## src/rtl/sm_pkg.sv

```systemverilog
`default_nettype none
// ============================================================================
// Module   : sm_pkg
// Brief    : Shared constants and types for the SM instruction fetch slice.
// Revision : 1.0 - initial release
// ============================================================================
package sm_pkg;

    localparam int DEPTH_WARP          = 2;
    localparam int CODE_MEM_ADDR_WIDTH = 16;
    localparam int CODE_MEM_DATA_WIDTH = 64;
    localparam int INST_BYTES          = 8;

    typedef logic [1:0] fetch_state_e;
    localparam fetch_state_e c_IDLE = 2'd0;
    localparam fetch_state_e c_REQ  = 2'd1;
    localparam fetch_state_e c_WAIT = 2'd2;

    typedef struct packed {
        logic                           active;
        logic                           pending;
        logic [CODE_MEM_ADDR_WIDTH-1:0] pc;
    } warp_ctx_t;

endpackage
`default_nettype wire

```

## src/rtl/sm_rr_arbiter.sv

```systemverilog
`default_nettype none
// ============================================================================
// Module   : sm_rr_arbiter
// Brief    : Combinational round-robin pick: first request at or after i_ptr.
// Revision : 1.0 - initial release
// ============================================================================
module sm_rr_arbiter #(
    parameter int N     = 4,
    parameter int IDX_W = 2
) (
    input  logic [N-1:0]     i_req,
    input  logic [IDX_W-1:0] i_ptr,
    output logic [IDX_W-1:0] o_grant_idx,
    output logic             o_any_grant
);

    // Scan from the far end so the closest request to the pointer is assigned last.
    always_comb begin
        o_grant_idx = '0;
        o_any_grant = 1'b0;
        for (int k = N - 1; k >= 0; k--) begin
            if (i_req[i_ptr + IDX_W'(k)]) begin
                o_grant_idx = i_ptr + IDX_W'(k);
                o_any_grant = 1'b1;
            end
        end
    end

endmodule
`default_nettype wire

```

## src/rtl/sm_fetch.sv

```systemverilog
`default_nettype none
// ============================================================================
// Module   : sm_fetch
// Brief    : Per-SM instruction fetch; round-robin warp pick, one outstanding
//            code-memory read, 1-cycle valid pulse towards sm_decode.
//            Optional perf counters when FETCH_PERF_CNT_EN is defined.
// Revision : 1.0 - initial release
// ============================================================================
module sm_fetch
    import sm_pkg::*;
#(
    parameter int WID_W     = DEPTH_WARP,
    parameter int NUM_WARPS = 1 << WID_W,
    parameter int ADDR_W    = CODE_MEM_ADDR_WIDTH,
    parameter int DATA_W    = CODE_MEM_DATA_WIDTH
) (
    input  logic              clk,
    input  logic              rst,
    input  logic              warp_start_i,
    input  logic [WID_W-1:0]  warp_start_wid_i,
    input  logic [ADDR_W-1:0] warp_start_pc_i,
    input  logic              warp_release_i,
    input  logic [WID_W-1:0]  warp_release_wid_i,
    input  logic              pc_redirect_i,
    input  logic [ADDR_W-1:0] pc_redirect_pc_i,
    input  logic              warp_done_i,
    input  logic              fetch_stall_i,
    output logic              mem_req_valid_o,
    output logic [ADDR_W-1:0] mem_req_addr_o,
    input  logic              mem_req_ready_i,
    input  logic              mem_rsp_valid_i,
    input  logic [DATA_W-1:0] mem_rsp_data_i,
    output logic              valid_o,
    output logic [DATA_W-1:0] inst_o,
    output logic [WID_W-1:0]  wid_o,
    output logic              busy_o
`ifdef FETCH_PERF_CNT_EN
    ,
    output logic [31:0]       perf_fetch_cnt_o,
    output logic [31:0]       perf_stall_cnt_o
`endif
);

    fetch_state_e      r_state;
    logic [WID_W-1:0]  r_sel_wid;
    logic [WID_W-1:0]  r_rr_ptr;
    logic [ADDR_W-1:0] r_req_addr;
    logic              r_pc_dirty;
    logic [NUM_WARPS-1:0] r_active;
    logic [NUM_WARPS-1:0] r_pending;
    logic [ADDR_W-1:0] r_pc [NUM_WARPS];
    logic              r_valid;
    logic [DATA_W-1:0] r_inst;
    logic [WID_W-1:0]  r_wid;

    logic [NUM_WARPS-1:0] w_eligible;
    logic [NUM_WARPS-1:0] w_start_hit;
    logic [NUM_WARPS-1:0] w_rel_hit;
    logic [NUM_WARPS-1:0] w_inflight;
    logic [WID_W-1:0]     w_grant_idx;
    logic                 w_any_grant;
    logic                 w_launch;
    logic                 w_accept;
    logic                 w_rsp_take;
    logic                 w_sel_pc_touched;

    assign w_eligible = r_active & ~r_pending;

    always_comb begin
        w_start_hit = '0;
        w_rel_hit   = '0;
        w_inflight  = '0;
        for (int w = 0; w < NUM_WARPS; w++) begin
            w_start_hit[w] = warp_start_i   && (warp_start_wid_i   == WID_W'(w));
            w_rel_hit[w]   = warp_release_i && (warp_release_wid_i == WID_W'(w));
            w_inflight[w]  = (r_state != c_IDLE) && (r_sel_wid == WID_W'(w));
        end
    end

    sm_rr_arbiter #(
        .N     (NUM_WARPS),
        .IDX_W (WID_W)
    ) u_arb (
        .i_req       (w_eligible),
        .i_ptr       (r_rr_ptr),
        .o_grant_idx (w_grant_idx),
        .o_any_grant (w_any_grant)
    );

    assign w_launch   = (r_state == c_IDLE) && !fetch_stall_i && w_any_grant;
    assign w_accept   = (r_state == c_REQ) && mem_req_ready_i;
    assign w_rsp_take = (r_state == c_WAIT) && mem_rsp_valid_i;

    // A start or redirect landing while the request waits must survive the accept increment.
    assign w_sel_pc_touched = w_start_hit[r_sel_wid] || (w_rel_hit[r_sel_wid] && pc_redirect_i);

    always_ff @(posedge clk) begin
        if (rst) begin
            r_state    <= c_IDLE;
            r_sel_wid  <= '0;
            r_rr_ptr   <= '0;
            r_req_addr <= '0;
            r_pc_dirty <= 1'b0;
            r_valid    <= 1'b0;
            r_inst     <= '0;
            r_wid      <= '0;
        end else begin
            r_valid <= 1'b0;
            case (r_state)
                c_IDLE: begin
                    if (w_launch) begin
                        r_sel_wid  <= w_grant_idx;
                        r_req_addr <= r_pc[w_grant_idx];
                        r_pc_dirty <= 1'b0;
                        r_state    <= c_REQ;
                    end
                end
                c_REQ: begin
                    if (w_sel_pc_touched) begin
                        r_pc_dirty <= 1'b1;
                    end
                    if (w_accept) begin
                        r_rr_ptr <= r_sel_wid + WID_W'(1);
                        r_state  <= c_WAIT;
                    end
                end
                c_WAIT: begin
                    if (w_rsp_take) begin
                        r_valid <= 1'b1;
                        r_inst  <= mem_rsp_data_i;
                        r_wid   <= r_sel_wid;
                        r_state <= c_IDLE;
                    end
                end
                default: r_state <= c_IDLE;
            endcase
        end
    end

    // Per-warp context; start has priority over everything else for its warp.
    always_ff @(posedge clk) begin
        if (rst) begin
            r_active  <= '0;
            r_pending <= '0;
            for (int w = 0; w < NUM_WARPS; w++) begin
                r_pc[w] <= '0;
            end
        end else begin
            for (int w = 0; w < NUM_WARPS; w++) begin
                if (w_start_hit[w]) begin
                    r_active[w]  <= 1'b1;
                    r_pending[w] <= 1'b0;
                    r_pc[w]      <= warp_start_pc_i;
                end else begin
                    if (w_accept && w_inflight[w]) begin
                        r_pending[w] <= 1'b1;
                    end else if (w_rel_hit[w] && !w_inflight[w]) begin
                        r_pending[w] <= 1'b0;
                    end
                    if (w_rel_hit[w] && pc_redirect_i) begin
                        r_pc[w] <= pc_redirect_pc_i;
                    end else if (w_accept && w_inflight[w] && !r_pc_dirty) begin
                        r_pc[w] <= r_req_addr + ADDR_W'(INST_BYTES);
                    end
                    if (w_rel_hit[w] && warp_done_i) begin
                        r_active[w] <= 1'b0;
                    end
                end
            end
        end
    end

    assign mem_req_valid_o = (r_state == c_REQ);
    assign mem_req_addr_o  = r_req_addr;
    assign valid_o         = r_valid;
    assign inst_o          = r_inst;
    assign wid_o           = r_wid;
    assign busy_o          = (|r_active) || (r_state != c_IDLE);

`ifdef FETCH_PERF_CNT_EN
    logic [31:0] r_perf_fetch;
    logic [31:0] r_perf_stall;
    logic        w_stall_evt;

    assign w_stall_evt = ((r_state == c_IDLE) && w_any_grant && fetch_stall_i) ||
                         ((r_state == c_REQ) && !mem_req_ready_i);

    always_ff @(posedge clk) begin
        if (rst) begin
            r_perf_fetch <= '0;
            r_perf_stall <= '0;
        end else begin
            if (r_valid && (r_perf_fetch != '1)) begin
                r_perf_fetch <= r_perf_fetch + 32'd1;
            end
            if (w_stall_evt && (r_perf_stall != '1)) begin
                r_perf_stall <= r_perf_stall + 32'd1;
            end
        end
    end

    assign perf_fetch_cnt_o = r_perf_fetch;
    assign perf_stall_cnt_o = r_perf_stall;
`endif

endmodule
`default_nettype wire
```

## config.mk

```make
export PLATFORM = sky130hd
export DESIGN_NAME = sm_fetch
export DESIGN_NICKNAME = d
export VERILOG_FILES = /design/src/rtl/sm_pkg.sv /design/src/rtl/sm_rr_arbiter.sv /design/src/rtl/sm_fetch.sv
export SDC_FILE = /design/constraint.sdc
export NUM_CORES = 1
export LEC_CHECK = 0
export CAP_MARGIN = 20
export CORE_MARGIN = 2
export CORE_UTILIZATION = 62
export DETAILED_ROUTE_END_ITERATION = 8
export DONT_BUFFER_PORTS = 1
export PLACE_DENSITY = 0.82
export SLEW_MARGIN = 25
export SYNTH_ARGS = -nofsm -noshare
export SYNTH_HDL_FRONTEND = slang
export SYNTH_HIERARCHICAL = 1
export SYNTH_SLANG_ARGS = --single-unit
```

## constraint.sdc

```tcl
create_clock -name clk -period 2.6 [get_ports clk]
set_clock_uncertainty 0.05 [all_clocks]
set_input_delay 0.65 -clock clk [delete_from_list [all_inputs] [get_ports clk]]
set_output_delay 0.65 -clock clk [all_outputs]
set_load 0.01 [all_outputs]
```

==> results.py <==
metrics = {
    "clocking": {
        "clk_latency_ps": 430,
        "ctsHtreeMaxLevel": 4,
        "cts_made_buffers": 17,
        "cts_sinks": 162,
        "cts_tree": "yes",
        "root_buffer": "clkbuf_16",
        "clock_path_buffers": 2,
        "cts_hold_buf": 0,
        "cts.clk_slew.worst_paths_ps": 70,
        "post-cts-setup-buffers": 0,
        "postCtsResizedCells": 0,
    },
    "timing": {
        "grt_setup_unrepaired": "no",
        "fin_tns_setup_ps": 0,
        "slew_headroom_pct": 56.4,
        "timing.final.crit_share_pct": 85.2,
        "slew_violations": 0,
        "whs_ps": 269,
        "worstMarginPinSlew_ps": 651,
        "layout_setup_ws_ps": 385,
        "post-route-min-period_ps": 2220,
        "setup_violations": 0,
        "max_freq_ghz": 0.451,
        "hold_viol": 0,
    },
    "floorplan": {
        "coreArea_um2": 12500,
        "initial_utilization_pct": 63.0,
        "die_h_um": 117,
        "io_pins": 194,
        "fp.dieArea_um2": 13600,
        "rows": 41,
        "die_x_um": 117,
    },
    "status": {
        "status": "completed",
    },
    "logic_synthesis": {
        "ys_seq_area_share_pct": 49.2,
        "ys_ff_latch": 162,
        "synth_area_um2": 7890,
        "synthXorXnorAreaFrac_pct": 0.888,
        "synthTopCellsByArea": "dfxtp_1 (25%), edfxtp_1 (24%), nand2_1 (8.9%)",
        "synth.most_common_cell": "nand2_1",
        "synth_top_area_share_pct": 24.9,
        "async_flop_share_pct": 0,
        "yosys-top-cells-count": "nand2_1 (188), dfxtp_1 (98), a21oi_1 (96)",
        "synth_compound_area_share_pct": 15.4,
        "ys_warn_count": 6,
        "synthAdderAreaFrac_pct": 0.793,
        "synth_top_flop_cell": "dfxtp_1",
        "synth_top_area_cell": "dfxtp_1",
        "synth-simple-area-share_pct": 19.1,
        "synthMuxAreaShare_pct": 10.5,
        "yosysUniqueCellTypes": 59,
        "syn_inst": 820,
        "synth_edf_count": 64,
        "synth_top_family_by_area": "simple AND/OR/NAND/NOR gates",
        "synth_nets": 934,
        "syn_avg_cell_area_um2": 9.62,
    },
    "finish": {
        "nNetsFinal": 922,
        "final_core_util_pct": 69.7,
        "syn2layout_area_growth_pct": 10.5,
        "antennaDiodeCount": 0,
        "drive_gt1_share_pct": 11.3,
        "fin_area_um2": 8720,
        "fillers": 941,
    },
    "global_route": {
        "globalRouteTotalUtil_pct": 30.4,
        "grt-ovfl-total": 0,
        "grt_max_degree": 116,
        "antenna_found_initial": 0,
        "grt_pass1_wl_um": 30900,
        "grt_pass1_vias": 6080,
    },
    "worst_setup_path": {
        "crit_fanout": 17,
        "end_kind": "flip-flop",
        "setup.worst_path.class": "reg2reg",
        "required_ps": 2860,
        "startpoint_type": "flip-flop",
        "cp.arrival_ps": 2470,
    },
    "detailed_routing": {
        "vias": 6415,
        "antenna_left": 0,
        "wirelength_um": 21100,
        "dr.first_iter.drc_count": 564,
        "dr.pass1.iters": 7,
        "drc_errors": 0,
        "vias_per_cell": 6.46,
        "wl_per_cell_um": 21.2,
    },
    "placed_design": {
        "hpwlAfterDp_um": 14200,
        "io_buffer_count": 0,
        "placed_cell_area_um2": 8090,
        "gp_congestion": 0.922,
        "post-place-ws_ps": 416,
    },
    "power": {
        "p_leak_nw": 2.97,
        "power_density_nw_per_um2": 677,
        "ir_drop_mv": 0.385,
    },
    "job": {
        "max-cap-violations": 0,
    },
    "worst_hold_path": {
        "min_path_type": "in2reg",
    },
}
## where the power goes
part	internal, mW	total (mW)	switching [mW]
Combinational	0.192	0.451	0.259
Sequential	2.77	2.85	0.0797
Clock	1.57	2.60	1.03
Total	4.53	5.90	1.37
## worst max-delay path, cell delays in order, from the launching register on
cell,delay (ps)
dfxtp_1,360
nor2b_1,270
mux2i_1,170
a211oi_4,300
buf_12,230
mux4_2,520
nand2_1,100
a21oi_1,80
## final cells by class
type,instances,area [µm²],share of cell area (%)
clock inverters,12,143,1.64
inverters,15,56.3,0.646
flip-flops and latches,162,3880,44.5
clock buffers,20,489,5.61
repair buffers,27,240,2.75
multi-input cells,585,3690,42.4
well taps,172,215,2.47
## cell families (layout without fill, tap and decap cells)
logic type | count (synthesis) | in the layout
XOR/XNOR | 8 | 8
adder cells (fa/ha/maj) | 5 | 5
buffers and inverters | 73 | 74
flip-flops | 162 | 162
AO/OA/AOI/OAI | 192 | 192
multiplexers | 63 | 63
AND/OR/NAND/NOR | 317 | 317
## metrics by stage
step	total power, mW	cells
floorplan	3.23	820
global placement	3.32	961
detailed placement	3.34	961
CTS	5.93	993
global route	6.09	993
finish	5.90	993
## registers in the layout, summed over array words and instances (netlist names)
register        flops
inst_o             64
r_pc               64
mem_req_addr_o     16
r_active            4
r_pending           4
r_rr_ptr            2
r_sel_wid           2
r_state             2
wid_o               2
r_pc_dirty          1
valid_o             1
## metal layers
metal / part of all wire (%) / global-route usage (%) / routed length, µm / up-vias
met5: 0 / 0 / 0 / -
met1: 36 / 35.6 / 7530 / 3006
met3: 11 / 8.34 / 2310 / 69
met4: 3.8 / 17.9 / 796 / 0
li1: - / - / - / 2946
met2: 50 / 50.4 / 10400 / 394
## layout by cell type, fill, tap and decap left out, types with 4 or more instances in the layout
cell and n:
o22ai_1 12, a211oi_1 31, a211oi_2 5, dfxtp_1 98, ha_1 5, nand3_1 9, a21oi_1 96, mux4_2 16
buf_4 24, edfxtp_1 64, a22oi_1 10, nand3b_1 5, xor2_1 4, inv_1 14, a222oi_1 7, and4_1 4
clkbuf_16 19, mux2i_1 47, a31oi_1 4, nor2_1 42, nor2b_1 8, nand2_1 188, xnor2_1 4, clkinv_4 4
nand4_1 17, nor3_1 13, o21ai_0 10
## final timing paths
check / startpoint / end / slack, ps / cells past startpoint
worst min register to register: inst_o[10] / inst_o[10] / 450 / 2
worst max register to register: r_active[3] / mem_req_addr_o[0] / 380 / 7
worst max-delay path: r_active[3] / mem_req_addr_o[0] / 380 / 7
worst min-delay path: rst / r_active[2] / 270 / 1
(Power assumes the default switching activity.)
